[src/rtl/visor_dbg_pkg.sv]
// Purpose: shared types and constants for the visor debug unit.
// Latency: n/a (declarations only).
// Backpressure: n/a.
package visor_dbg_pkg;

    // Debug state machine encoding
    typedef enum logic [1:0] {
        RUN    = 2'd0,
        HALTED = 2'd1,
        STEP   = 2'd2
    } state_e;

    // Supervisor register selects
    localparam logic [2:0] CFG_SEL_CMD      = 3'd0;
    localparam logic [2:0] CFG_SEL_BP_INDEX = 3'd1;
    localparam logic [2:0] CFG_SEL_BP_ADDR  = 3'd2;
    localparam logic [2:0] CFG_SEL_BP_MASK  = 3'd3;
    localparam logic [2:0] CFG_SEL_BP_CTRL  = 3'd4;
    localparam logic [2:0] CFG_SEL_TRACE    = 3'd5;

    // Bit positions inside a CMD write
    localparam int CMD_RESUME = 0;
    localparam int CMD_STEP   = 1;
    localparam int CMD_HALT   = 2;
    localparam int CMD_CLEAR  = 3;

endpackage

[src/rtl/visor_trace_buf.sv]
// Purpose: circular execution-trace buffer; overwrites the oldest entry when full.
// Latency: push/pop/clear take effect at the next clock edge; oldest_dat and count are registered-state views.
// Backpressure: none - push never stalls, pop on empty is ignored, clear drops a same-cycle push.
//
// Ports: clk/rst_n (async active-low), push/push_dat, pop, clear,
//        count (0..TRACE_DEPTH), oldest_dat (0 when empty).
module visor_trace_buf
    import visor_dbg_pkg::*;
#(
    parameter int ADDR_W      = 16,
    parameter int TRACE_DEPTH = 8,
    localparam int PTR_W      = $clog2(TRACE_DEPTH),
    localparam int CNT_W      = PTR_W + 1
) (
    input  logic              clk,
    input  logic              rst_n,
    input  logic              push,
    input  logic [ADDR_W-1:0] push_dat,
    input  logic              pop,
    input  logic              clear,
    output logic [CNT_W-1:0]  count,
    output logic [ADDR_W-1:0] oldest_dat
);

    logic [ADDR_W-1:0] mem_q [TRACE_DEPTH];
    logic [ADDR_W-1:0] mem_d [TRACE_DEPTH];
    logic [PTR_W-1:0]  wr_ptr_q, wr_ptr_d;
    logic [PTR_W-1:0]  rd_ptr_q, rd_ptr_d;
    logic [CNT_W-1:0]  count_q, count_d;

    logic full;
    logic empty;
    logic push_eff;
    logic pop_eff;

    assign full     = (count_q == CNT_W'(TRACE_DEPTH));
    assign empty    = (count_q == '0);
    assign push_eff = push && !clear;
    assign pop_eff  = pop && !empty && !clear;

    always_comb begin
        mem_d    = mem_q;
        wr_ptr_d = wr_ptr_q;
        rd_ptr_d = rd_ptr_q;
        count_d  = count_q;
        if (clear) begin
            wr_ptr_d = '0;
            rd_ptr_d = '0;
            count_d  = '0;
        end else begin
            if (push_eff) begin
                mem_d[wr_ptr_q] = push_dat;
                wr_ptr_d        = wr_ptr_q + PTR_W'(1);
            end
            // A push into a full buffer discards the oldest entry, so the read
            // pointer moves once whether that was due to a pop, the overwrite, or both.
            if (pop_eff || (push_eff && full)) begin
                rd_ptr_d = rd_ptr_q + PTR_W'(1);
            end
            if (push_eff && !pop_eff && !full) begin
                count_d = count_q + CNT_W'(1);
            end else if (pop_eff && !push_eff) begin
                count_d = count_q - CNT_W'(1);
            end
        end
    end

    always_ff @(posedge clk or negedge rst_n) begin
        if (!rst_n) begin
            for (int i = 0; i < TRACE_DEPTH; i++) begin
                mem_q[i] <= '0;
            end
            wr_ptr_q <= '0;
            rd_ptr_q <= '0;
            count_q  <= '0;
        end else begin
            mem_q    <= mem_d;
            wr_ptr_q <= wr_ptr_d;
            rd_ptr_q <= rd_ptr_d;
            count_q  <= count_d;
        end
    end

    assign count      = count_q;
    assign oldest_dat = empty ? '0 : mem_q[rd_ptr_q];

endmodule

[src/rtl/visor_dbg_unit.sv]
// Purpose: N-breakpoint debug unit with run/halt/step control and execution trace for the Synapse316 target.
// Latency: breakpoint/halt_req halt one cycle after the triggering cycle; cfg_rdata is combinational.
// Backpressure: gates tg_code_ready low while HALTED; config bus never stalls.
//
// Ports: sysclk, sysreset_n (async active-low); rom_code_ready -> tg_code_ready gate;
//        tg_code_addr/tg_enable_exec fetch observation; cfg_sel/we/re/wdata/rdata supervisor bus;
//        halted/hit_valid/hit_index status. Assumes ADDR_W <= 16 and TRACE_DEPTH <= 128.
module visor_dbg_unit
    import visor_dbg_pkg::*;
#(
    parameter int NUM_BP      = 4,
    parameter int ADDR_W      = 16,
    parameter int CNT_W       = 8,
    parameter int TRACE_DEPTH = 8
) (
    input  logic              sysclk,
    input  logic              sysreset_n,
    input  logic              rom_code_ready,
    input  logic [ADDR_W-1:0] tg_code_addr,
    input  logic              tg_enable_exec,
    output logic              tg_code_ready,
    input  logic [2:0]        cfg_sel,
    input  logic              cfg_we,
    input  logic              cfg_re,
    input  logic [15:0]       cfg_wdata,
    output logic [15:0]       cfg_rdata,
    output logic              halted,
    output logic              hit_valid,
    output logic [3:0]        hit_index
);

    localparam int TC_W = $clog2(TRACE_DEPTH) + 1;

    // ------------------------------------------------------------------
    // State
    // ------------------------------------------------------------------
    state_e            state_q, state_d;
    logic              hit_valid_q, hit_valid_d;
    logic [3:0]        hit_index_q, hit_index_d;
    logic              skip_q, skip_d;        // exempt next exec from matching after resume
    logic [3:0]        bp_index_q, bp_index_d;

    logic [NUM_BP-1:0] bp_en_q, bp_en_d;
    logic [ADDR_W-1:0] bp_addr_q   [NUM_BP];
    logic [ADDR_W-1:0] bp_addr_d   [NUM_BP];
    logic [ADDR_W-1:0] bp_mask_q   [NUM_BP];
    logic [ADDR_W-1:0] bp_mask_d   [NUM_BP];
    logic [CNT_W-1:0]  bp_reload_q [NUM_BP];
    logic [CNT_W-1:0]  bp_reload_d [NUM_BP];
    logic [CNT_W-1:0]  bp_cnt_q    [NUM_BP];
    logic [CNT_W-1:0]  bp_cnt_d    [NUM_BP];

    // ------------------------------------------------------------------
    // Command decode
    // ------------------------------------------------------------------
    logic cmd_wr, cmd_resume, cmd_step, cmd_halt, cmd_clear;

    assign cmd_wr     = cfg_we && (cfg_sel == CFG_SEL_CMD);
    assign cmd_resume = cmd_wr && cfg_wdata[CMD_RESUME];
    assign cmd_step   = cmd_wr && cfg_wdata[CMD_STEP];
    assign cmd_halt   = cmd_wr && cfg_wdata[CMD_HALT];
    assign cmd_clear  = cmd_wr && cfg_wdata[CMD_CLEAR];

    // ------------------------------------------------------------------
    // Comparators
    // ------------------------------------------------------------------
    logic              match_live;
    logic [NUM_BP-1:0] bp_match;
    logic [NUM_BP-1:0] bp_hit;
    logic              any_hit;
    logic [3:0]        hit_lowest;

    // Matches only count in RUN, and not on the exec right after a resume.
    assign match_live = (state_q == RUN) && !skip_q;

    always_comb begin
        bp_match = '0;
        bp_hit   = '0;
        for (int i = 0; i < NUM_BP; i++) begin
            bp_match[i] = bp_en_q[i] && tg_enable_exec &&
                          (((tg_code_addr ^ bp_addr_q[i]) & bp_mask_q[i]) == '0);
            bp_hit[i]   = match_live && bp_match[i] && (bp_cnt_q[i] == '0);
        end
    end

    assign any_hit = |bp_hit;

    // Scan downwards so the lowest hitting index is the one left standing.
    always_comb begin
        hit_lowest = '0;
        for (int i = NUM_BP - 1; i >= 0; i--) begin
            if (bp_hit[i]) begin
                hit_lowest = 4'(i);
            end
        end
    end

    // ------------------------------------------------------------------
    // Run/halt/step FSM
    // ------------------------------------------------------------------
    always_comb begin
        state_d     = state_q;
        hit_valid_d = hit_valid_q;
        hit_index_d = hit_index_q;
        skip_d      = skip_q;
        case (state_q)
            RUN: begin
                if (tg_enable_exec) begin
                    skip_d = 1'b0;
                end
                if (cmd_halt) begin
                    state_d     = HALTED;
                    hit_valid_d = 1'b0;
                end else if (any_hit) begin
                    state_d     = HALTED;
                    hit_valid_d = 1'b1;
                    hit_index_d = hit_lowest;
                end
            end
            HALTED: begin
                if (cmd_step) begin
                    state_d = STEP;
                end else if (cmd_resume) begin
                    state_d = RUN;
                    skip_d  = 1'b1;
                end
            end
            STEP: begin
                if (cmd_halt || tg_enable_exec) begin
                    state_d     = HALTED;
                    hit_valid_d = 1'b0;
                end
            end
            default: begin
                state_d = RUN;
            end
        endcase
    end

    // ------------------------------------------------------------------
    // Breakpoint registers and pass counters
    // ------------------------------------------------------------------
    always_comb begin
        bp_index_d  = bp_index_q;
        bp_en_d     = bp_en_q;
        bp_addr_d   = bp_addr_q;
        bp_mask_d   = bp_mask_q;
        bp_reload_d = bp_reload_q;
        bp_cnt_d    = bp_cnt_q;

        for (int i = 0; i < NUM_BP; i++) begin
            if (match_live && bp_match[i]) begin
                bp_cnt_d[i] = (bp_cnt_q[i] == '0) ? bp_reload_q[i]
                                                  : bp_cnt_q[i] - CNT_W'(1);
            end
        end

        // Supervisor writes land after the counter update so a BP_CTRL write wins.
        if (cfg_we) begin
            case (cfg_sel)
                CFG_SEL_BP_INDEX: begin
                    if (cfg_wdata < 16'(NUM_BP)) begin
                        bp_index_d = cfg_wdata[3:0];
                    end
                end
                CFG_SEL_BP_ADDR: begin
                    for (int i = 0; i < NUM_BP; i++) begin
                        if (bp_index_q == 4'(i)) bp_addr_d[i] = cfg_wdata[ADDR_W-1:0];
                    end
                end
                CFG_SEL_BP_MASK: begin
                    for (int i = 0; i < NUM_BP; i++) begin
                        if (bp_index_q == 4'(i)) bp_mask_d[i] = cfg_wdata[ADDR_W-1:0];
                    end
                end
                CFG_SEL_BP_CTRL: begin
                    for (int i = 0; i < NUM_BP; i++) begin
                        if (bp_index_q == 4'(i)) begin
                            bp_en_d[i]     = cfg_wdata[0];
                            bp_reload_d[i] = cfg_wdata[8 +: CNT_W];
                            bp_cnt_d[i]    = cfg_wdata[8 +: CNT_W];
                        end
                    end
                end
                default: begin
                end
            endcase
        end
    end

    always_ff @(posedge sysclk or negedge sysreset_n) begin
        if (!sysreset_n) begin
            state_q     <= RUN;
            hit_valid_q <= 1'b0;
            hit_index_q <= '0;
            skip_q      <= 1'b0;
            bp_index_q  <= '0;
            bp_en_q     <= '0;
            for (int i = 0; i < NUM_BP; i++) begin
                bp_addr_q[i]   <= '0;
                bp_mask_q[i]   <= '1;
                bp_reload_q[i] <= '0;
                bp_cnt_q[i]    <= '0;
            end
        end else begin
            state_q     <= state_d;
            hit_valid_q <= hit_valid_d;
            hit_index_q <= hit_index_d;
            skip_q      <= skip_d;
            bp_index_q  <= bp_index_d;
            bp_en_q     <= bp_en_d;
            bp_addr_q   <= bp_addr_d;
            bp_mask_q   <= bp_mask_d;
            bp_reload_q <= bp_reload_d;
            bp_cnt_q    <= bp_cnt_d;
        end
    end

    // ------------------------------------------------------------------
    // Trace buffer
    // ------------------------------------------------------------------
    logic [TC_W-1:0]   trace_count;
    logic [ADDR_W-1:0] trace_oldest;
    logic              trace_pop;

    assign trace_pop = cfg_re && (cfg_sel == CFG_SEL_TRACE);

    visor_trace_buf #(
        .ADDR_W      (ADDR_W),
        .TRACE_DEPTH (TRACE_DEPTH)
    ) u_trace (
        .clk        (sysclk),
        .rst_n      (sysreset_n),
        .push       (tg_enable_exec && tg_code_ready),
        .push_dat   (tg_code_addr),
        .pop        (trace_pop),
        .clear      (cmd_clear),
        .count      (trace_count),
        .oldest_dat (trace_oldest)
    );

    // ------------------------------------------------------------------
    // Outputs and read mux
    // ------------------------------------------------------------------
    assign halted        = (state_q == HALTED);
    assign hit_valid     = hit_valid_q;
    assign hit_index     = hit_index_q;
    assign tg_code_ready = (state_q != HALTED) && rom_code_ready;

    logic [ADDR_W-1:0] cur_addr;
    logic [ADDR_W-1:0] cur_mask;
    logic [CNT_W-1:0]  cur_cnt;
    logic              cur_en;
    logic [7:0]        tc8;
    logic [7:0]        cnt8;

    always_comb begin
        cur_addr = '0;
        cur_mask = '0;
        cur_cnt  = '0;
        cur_en   = 1'b0;
        for (int i = 0; i < NUM_BP; i++) begin
            if (bp_index_q == 4'(i)) begin
                cur_addr = bp_addr_q[i];
                cur_mask = bp_mask_q[i];
                cur_cnt  = bp_cnt_q[i];
                cur_en   = bp_en_q[i];
            end
        end
    end

    always_comb begin
        tc8              = '0;
        tc8[TC_W-1:0]    = trace_count;
        cnt8             = '0;
        cnt8[CNT_W-1:0]  = cur_cnt;
        cfg_rdata        = '0;
        case (cfg_sel)
            CFG_SEL_CMD:      cfg_rdata = {tc8, hit_valid_q, hit_index_q, 2'b00, halted};
            CFG_SEL_BP_INDEX: cfg_rdata = {12'b0, bp_index_q};
            CFG_SEL_BP_ADDR:  cfg_rdata[ADDR_W-1:0] = cur_addr;
            CFG_SEL_BP_MASK:  cfg_rdata[ADDR_W-1:0] = cur_mask;
            CFG_SEL_BP_CTRL:  cfg_rdata = {cnt8, 7'b0, cur_en};
            CFG_SEL_TRACE:    cfg_rdata[ADDR_W-1:0] = trace_oldest;
            default:          cfg_rdata = '0;
        endcase
    end

endmodule

[config.mk]
export PLATFORM = sky130hd
export DESIGN_NAME = visor_dbg_unit
export DESIGN_NICKNAME = d
export VERILOG_FILES = /design/src/rtl/visor_dbg_pkg.sv /design/src/rtl/visor_trace_buf.sv /design/src/rtl/visor_dbg_unit.sv
export SDC_FILE = /design/constraint.sdc
export NUM_CORES = 1
export LEC_CHECK = 0
export CAP_MARGIN = 15
export CORE_MARGIN = 2
export CORE_UTILIZATION = 42
export DETAILED_ROUTE_END_ITERATION = 16
export PLACE_DENSITY = 0.69
export SLEW_MARGIN = 20
export SYNTH_ARGS = -nofsm -noshare
export SYNTH_HDL_FRONTEND = slang
export SYNTH_SLANG_ARGS = --single-unit
[constraint.sdc]
create_clock -name sysclk -period 2.8 [get_ports sysclk]
set_input_delay 0.56 -clock sysclk [delete_from_list [all_inputs] [get_ports sysclk]]
set_output_delay 0.56 -clock sysclk [all_outputs]
set_load 0.05 [all_outputs]
# Yosys cells after proc, flatten, opt, wreduce, memory -nomap -nowiden
# Cells that the tools add are included.
# op_classes
n_addsub,8
magnitude_cmp,4
eq_ne,18
n_mux,63
bitwise_logic,12
reduce_logical,77
# ops
cell,n
2-to-1 mux 16 bit,12
bitwise mux 128 bit,1
2-to-1 mux 8 bit,16
case mux 16 bit (6 select lines),1
AND 16 bit,4
logical NOT 16 bit,4
2-to-1 mux 32 bit,2
XOR 16 bit,4
binary-select mux 16 bit (select 3 bit),1
demux 16 bit (select 3 bit),1
AND reduction 3 bit,16
logical AND 1 bit,33
logical NOT 8 bit,4
"subtractor 8 x 1 -> 8 bit, second input constant",4
2-to-1 mux 4 bit,6
"< comparator 16 x 3 -> 1 bit, second input constant",1
2-to-1 mux 2 bit,6
2-to-1 mux 3 bit,4
2-to-1 mux 1 bit,10
"== test 4 x 2 -> 1 bit, second input constant",2
"greater-or-equal comparator 4 bit, second input constant",2
logical NOT 4 bit,2
NOT 3 -> 4 bit,2
nonzero test 2 bit,4
other kinds (26),40
# totals
reg_bits,346
in_bits,41
output_inout_bits,23
elab_cells,218

# Depth between registers and ports, before layout
# logic_depth
ltp_word,10
ltp_mapped,12
mapped_depth_nobuf,11

# Cells and area by module
# Synthesis repeated with hierarchy kept, for this count alone.
# unflattened
hier_cells,1498
hier_area_um2,18134.9
# by_module_without_submodules
module,n_inst,cells_per_inst,area_each_um2,seq_area_each_um2
visor_dbg_unit,1,1055,11542.3,5235.0
visor_trace_buf,1,443,6592.6,3453.3

# Worst setup path before layout
# OpenSTA, ideal clock, no wires.
# synth_timing
path_kind,register -> output
from,register bp_index_q[0]
to,output port cfg_rdata[0]
t_arrival_ns,2.789
t_required_ns,2.240
path_slack_ns,-0.549
path_stages_with_launch,9
path_buffers,4
cell_sequence,dfrtp_1 clkbuf_1 buf_2 buf_2 clkbuf_1 a21oi_1 nor2_1 a31oi_1 o21ai_0
# synth_via
elab_chain_cells,6
elab_cells_between_ends,17
cone_classes,eq/ne: 3; mux: 13; reduce/logical: 1
# synth_lines
item,line,rtl
"start, declared",visor_dbg_unit.sv:41,"logic [3:0] bp_index_q, bp_index_d;"
"start signal, assigned",visor_dbg_unit.sv:210,bp_index_q <= bp_index_d;
logical NOT 4 bit,visor_dbg_unit.sv:263,if (bp_index_q == 4'(i)) begin
2-to-1 mux 1 bit or 2-to-1 mux 16 bit (tied branches) (4 in series),visor_dbg_unit.sv:263,
case mux 16 bit (6 select lines) (*),visor_dbg_unit.sv:278,case (cfg_sel)
"end, declared",visor_dbg_unit.sv:26,"output logic [15:0] cfg_rdata,"
# Mark *: on every way between the ends. The rest lies on a longest branch, timed or not.

# Final worst setup path
# layout_timing
from,register bp_index_q[0]
to,output port cfg_rdata[8]
# layout_via
elab_chain_cells,6
elab_cells_between_ends,17
cone_classes,eq/ne: 3; mux: 13; reduce/logical: 1
# layout_lines
item,line
logical NOT 4 bit,visor_dbg_unit.sv:263
2-to-1 mux 8 bit or 2-to-1 mux 16 bit (tied branches) (4 in series),visor_dbg_unit.sv:263
case mux 16 bit (6 select lines) (*),visor_dbg_unit.sv:278
# Marked as above.

==> impl_metrics.toml <==
[clock_tree]
cts_tree = "done"
htreeDepth = 2
clk_latency_ns = 0.55
cts_sinks = 344
clk_pin_slew_ns = 0.06
clockRootBuffer = "clkbuf_16"
numCtsBuffers = 38
clk_path_buf_depth = 3

[yosys]
yosys_register_bits = 344
yosys-top-cells-area = "dfrtp_1 39%, mux2_2 17%, dfstp_2 9.5%, mux2i_1 4.2%, mux4_2 4.1%"
syn_area_um2 = 17800
synth_area_per_cell_um2 = 11.6
async_flop_share = 1.00
ys_warn_count = 0
synthDominantCellAreaShare = 0.395
yosysMostFrequentCell = "dfrtp_1"
synth_cells = 1529
yosysTopAreaCell = "dfrtp_1"
ys_seq_area_frac = 0.489
ys.flop_type = "dfrtp_1"
synth_edf_count = 0
synth_cell_types = 71
synthTopCellsByCount = "280 x dfrtp_1, 267 x mux2_2, 185 x nand2_1, 75 x mux2i_1, 74 x clkbuf_1"

[sta]
finalCritPeriodShare = 1.15
setup_ws_ns = -0.420
hold_viol_final = 0
slew_headroom = 0.504
finClkSkew_ns = 0.0153
finalCriticalPeriod_ns = 3.22
finalSetupTns_ns = -4.42
grt_setup_unrepaired = "yes"
worst_hold_slack_ns = 0.470
final-max-slew-violation-count = 0
fmax_ghz = 0.311
tightest_slew_ns = 0.741
setup_violations = 16

[grt]
grt_pass1_wl_um = 85900
grt_usage = 0.256
antenna_found_initial = 1
grt_overflow = 0
grt_pass1_vias = 14200
grt_max_degree = 75

[drt]
post_drt_wl_per_cell_um = 24.0
routed_wl_um = 55700
drc = 0
drtIter0Drc = 1304
via_count = 13700
antenna_left = 0
vias_per_cell = 5.90
first_pass_iters = 6

[finish]
area_growth_pct = 27.9
stdcell_area_um2 = 22700
drive_gt1_frac = 0.415
fin_nets = 1802
final_util = 0.543
instances_no_fill = 2321
diodes = 0

[run_status]
status = "finished with violations"
failed_checks = "negative setup slack"

[pwr]
ir_drop_mv = 0.423
p_total_mw = 17.5
p_leak_nw = 10.1
p_per_area_nw_per_um2 = 770

[floorplanning]
start_util = 0.424
fp.dieArea_um2 = 43900
core_area_um2 = 41900
die_x_um = 210
rows = 75
die_h_um = 210
ios = 64

[place]
dpl_cell_area_um2 = 20600
place_ws_ns = -0.330
numPlacedInstances = 2214
gp_congestion = 0.985
portBuffers = 61
hpwlAfterDp_um = 38400

[worst_setup_path]
critical_path_required_ns = 2.24
startpoint_type = "register"
cp_max_fo = 7
end_kind = "output port"
arrival_ns = 2.66
criticalPathCategory = "reg2out"

[min_path]
hold_class = "reg2reg"

[flow_run]
drv_cap = 0
critical path: stages (launching register included):
cell     delay [ns]
dfrtp_4        0.48
buf_12         0.17
buf_12         0.14
buf_4          0.13
mux2i_1        0.17
o22ai_1        0.11
mux2i_1        0.27
o32ai_2        0.13
a211o_1        0.34
buf_12         0.18
area by class of cell:
type                            count  area (um2)
Sequential cell                   344        8690
Clock inverter                     13         186
Tap cell                          539         674
Fill cell                        3473       19100
Timing Repair Buffer              285        2970
Clock buffer                       57        1100
Inverter                           20        75.1
Multi-Input combinational cell   1063        9000
logic make-up after synthesis:
logic type,count (synthesis),synth area share
buffers and inverters,124,0.0285
muxes,374,0.252
DFF,344,0.489
and+or+nand+nor,365,0.0975
AOI/OAI and AO/OA,241,0.0904
xor gates and xnor gates,71,0.0350
adders and majority gates,9,0.00677
other,1,0.000211
what timing repair did:
action,in CTS,in global routing
hold endpoints to repair,27,0
resized for setup,79,32
hold buffers,1,0
pin swaps,17,18
endpoints found under the setup margin,17,16
gates cloned,4,0
setup buffers,28,7
where the power goes:
part	internal, mW	switching (mW)	total (mW)	leakage, nW
logic	2.96	2.51	5.47	5.16
registers	6.09	0.718	6.80	4.31
clock network	3.12	2.11	5.22	0.632
placed cells by master (no fill, tap or decap), types with 16 or more instances in the layout:
cell type        synthesis  layout
dfstp_2                 64      64
mux2i_1                 75      60
xor2_1                  67      67
buf_4                    6     173
a22oi_1                 41      38
o21ai_0                 55      36
a21oi_1                 44      44
buf_12                   0      47
nor2_1                  65      62
inv_1                   20      20
o22ai_1                 20      16
dfrtp_1                280     277
mux4_2                  32      32
nand3_1                 20      20
clkdlybuf4s50_1          0      42
clkbuf_16                0      39
mux2_2                 267     266
nand2_1                185     183
nor3_1                  20      17
sequential cells by signal, indices dropped and copies added, names as in the netlist, 4 cells and up:
signal,count
bp_index_q,4
u_trace.mem_q,128
bp_cnt_q,32
u_trace.count,4
bp_mask_q,64
bp_reload_q,32
bp_addr_q,64
bp_en_q,4
per-layer routing:
layer,vias up,track usage,part of all wire
li1,6015,-,-
met1,6995,0.331,0.40
met2,515,0.421,0.48
met4,2,0.123,0.052
met5,-,0,0.00023
met3,173,0.0440,0.064
path summary, 6_finish.rpt:
check | start | endpoint | slack (ns) | depth (start not counted)
worst min register to register | bp_reload_q[28] | bp_reload_q[28] | 0.47 | 2
max in group asynchronous | sysreset_n | bp_mask_q[38] | 1.39 | 3
worst min-delay path | bp_reload_q[28] | bp_reload_q[28] | 0.47 | 2
worst max-delay path | bp_index_q[0] | cfg_rdata[8] | -0.42 | 9
min in group asynchronous | sysreset_n | bp_addr_q[19] | 0.57 | 2
worst max register to register | bp_cnt_q[16] | bp_cnt_q[16] | 0.21 | 9
Power figures use the tool's default switching activity.
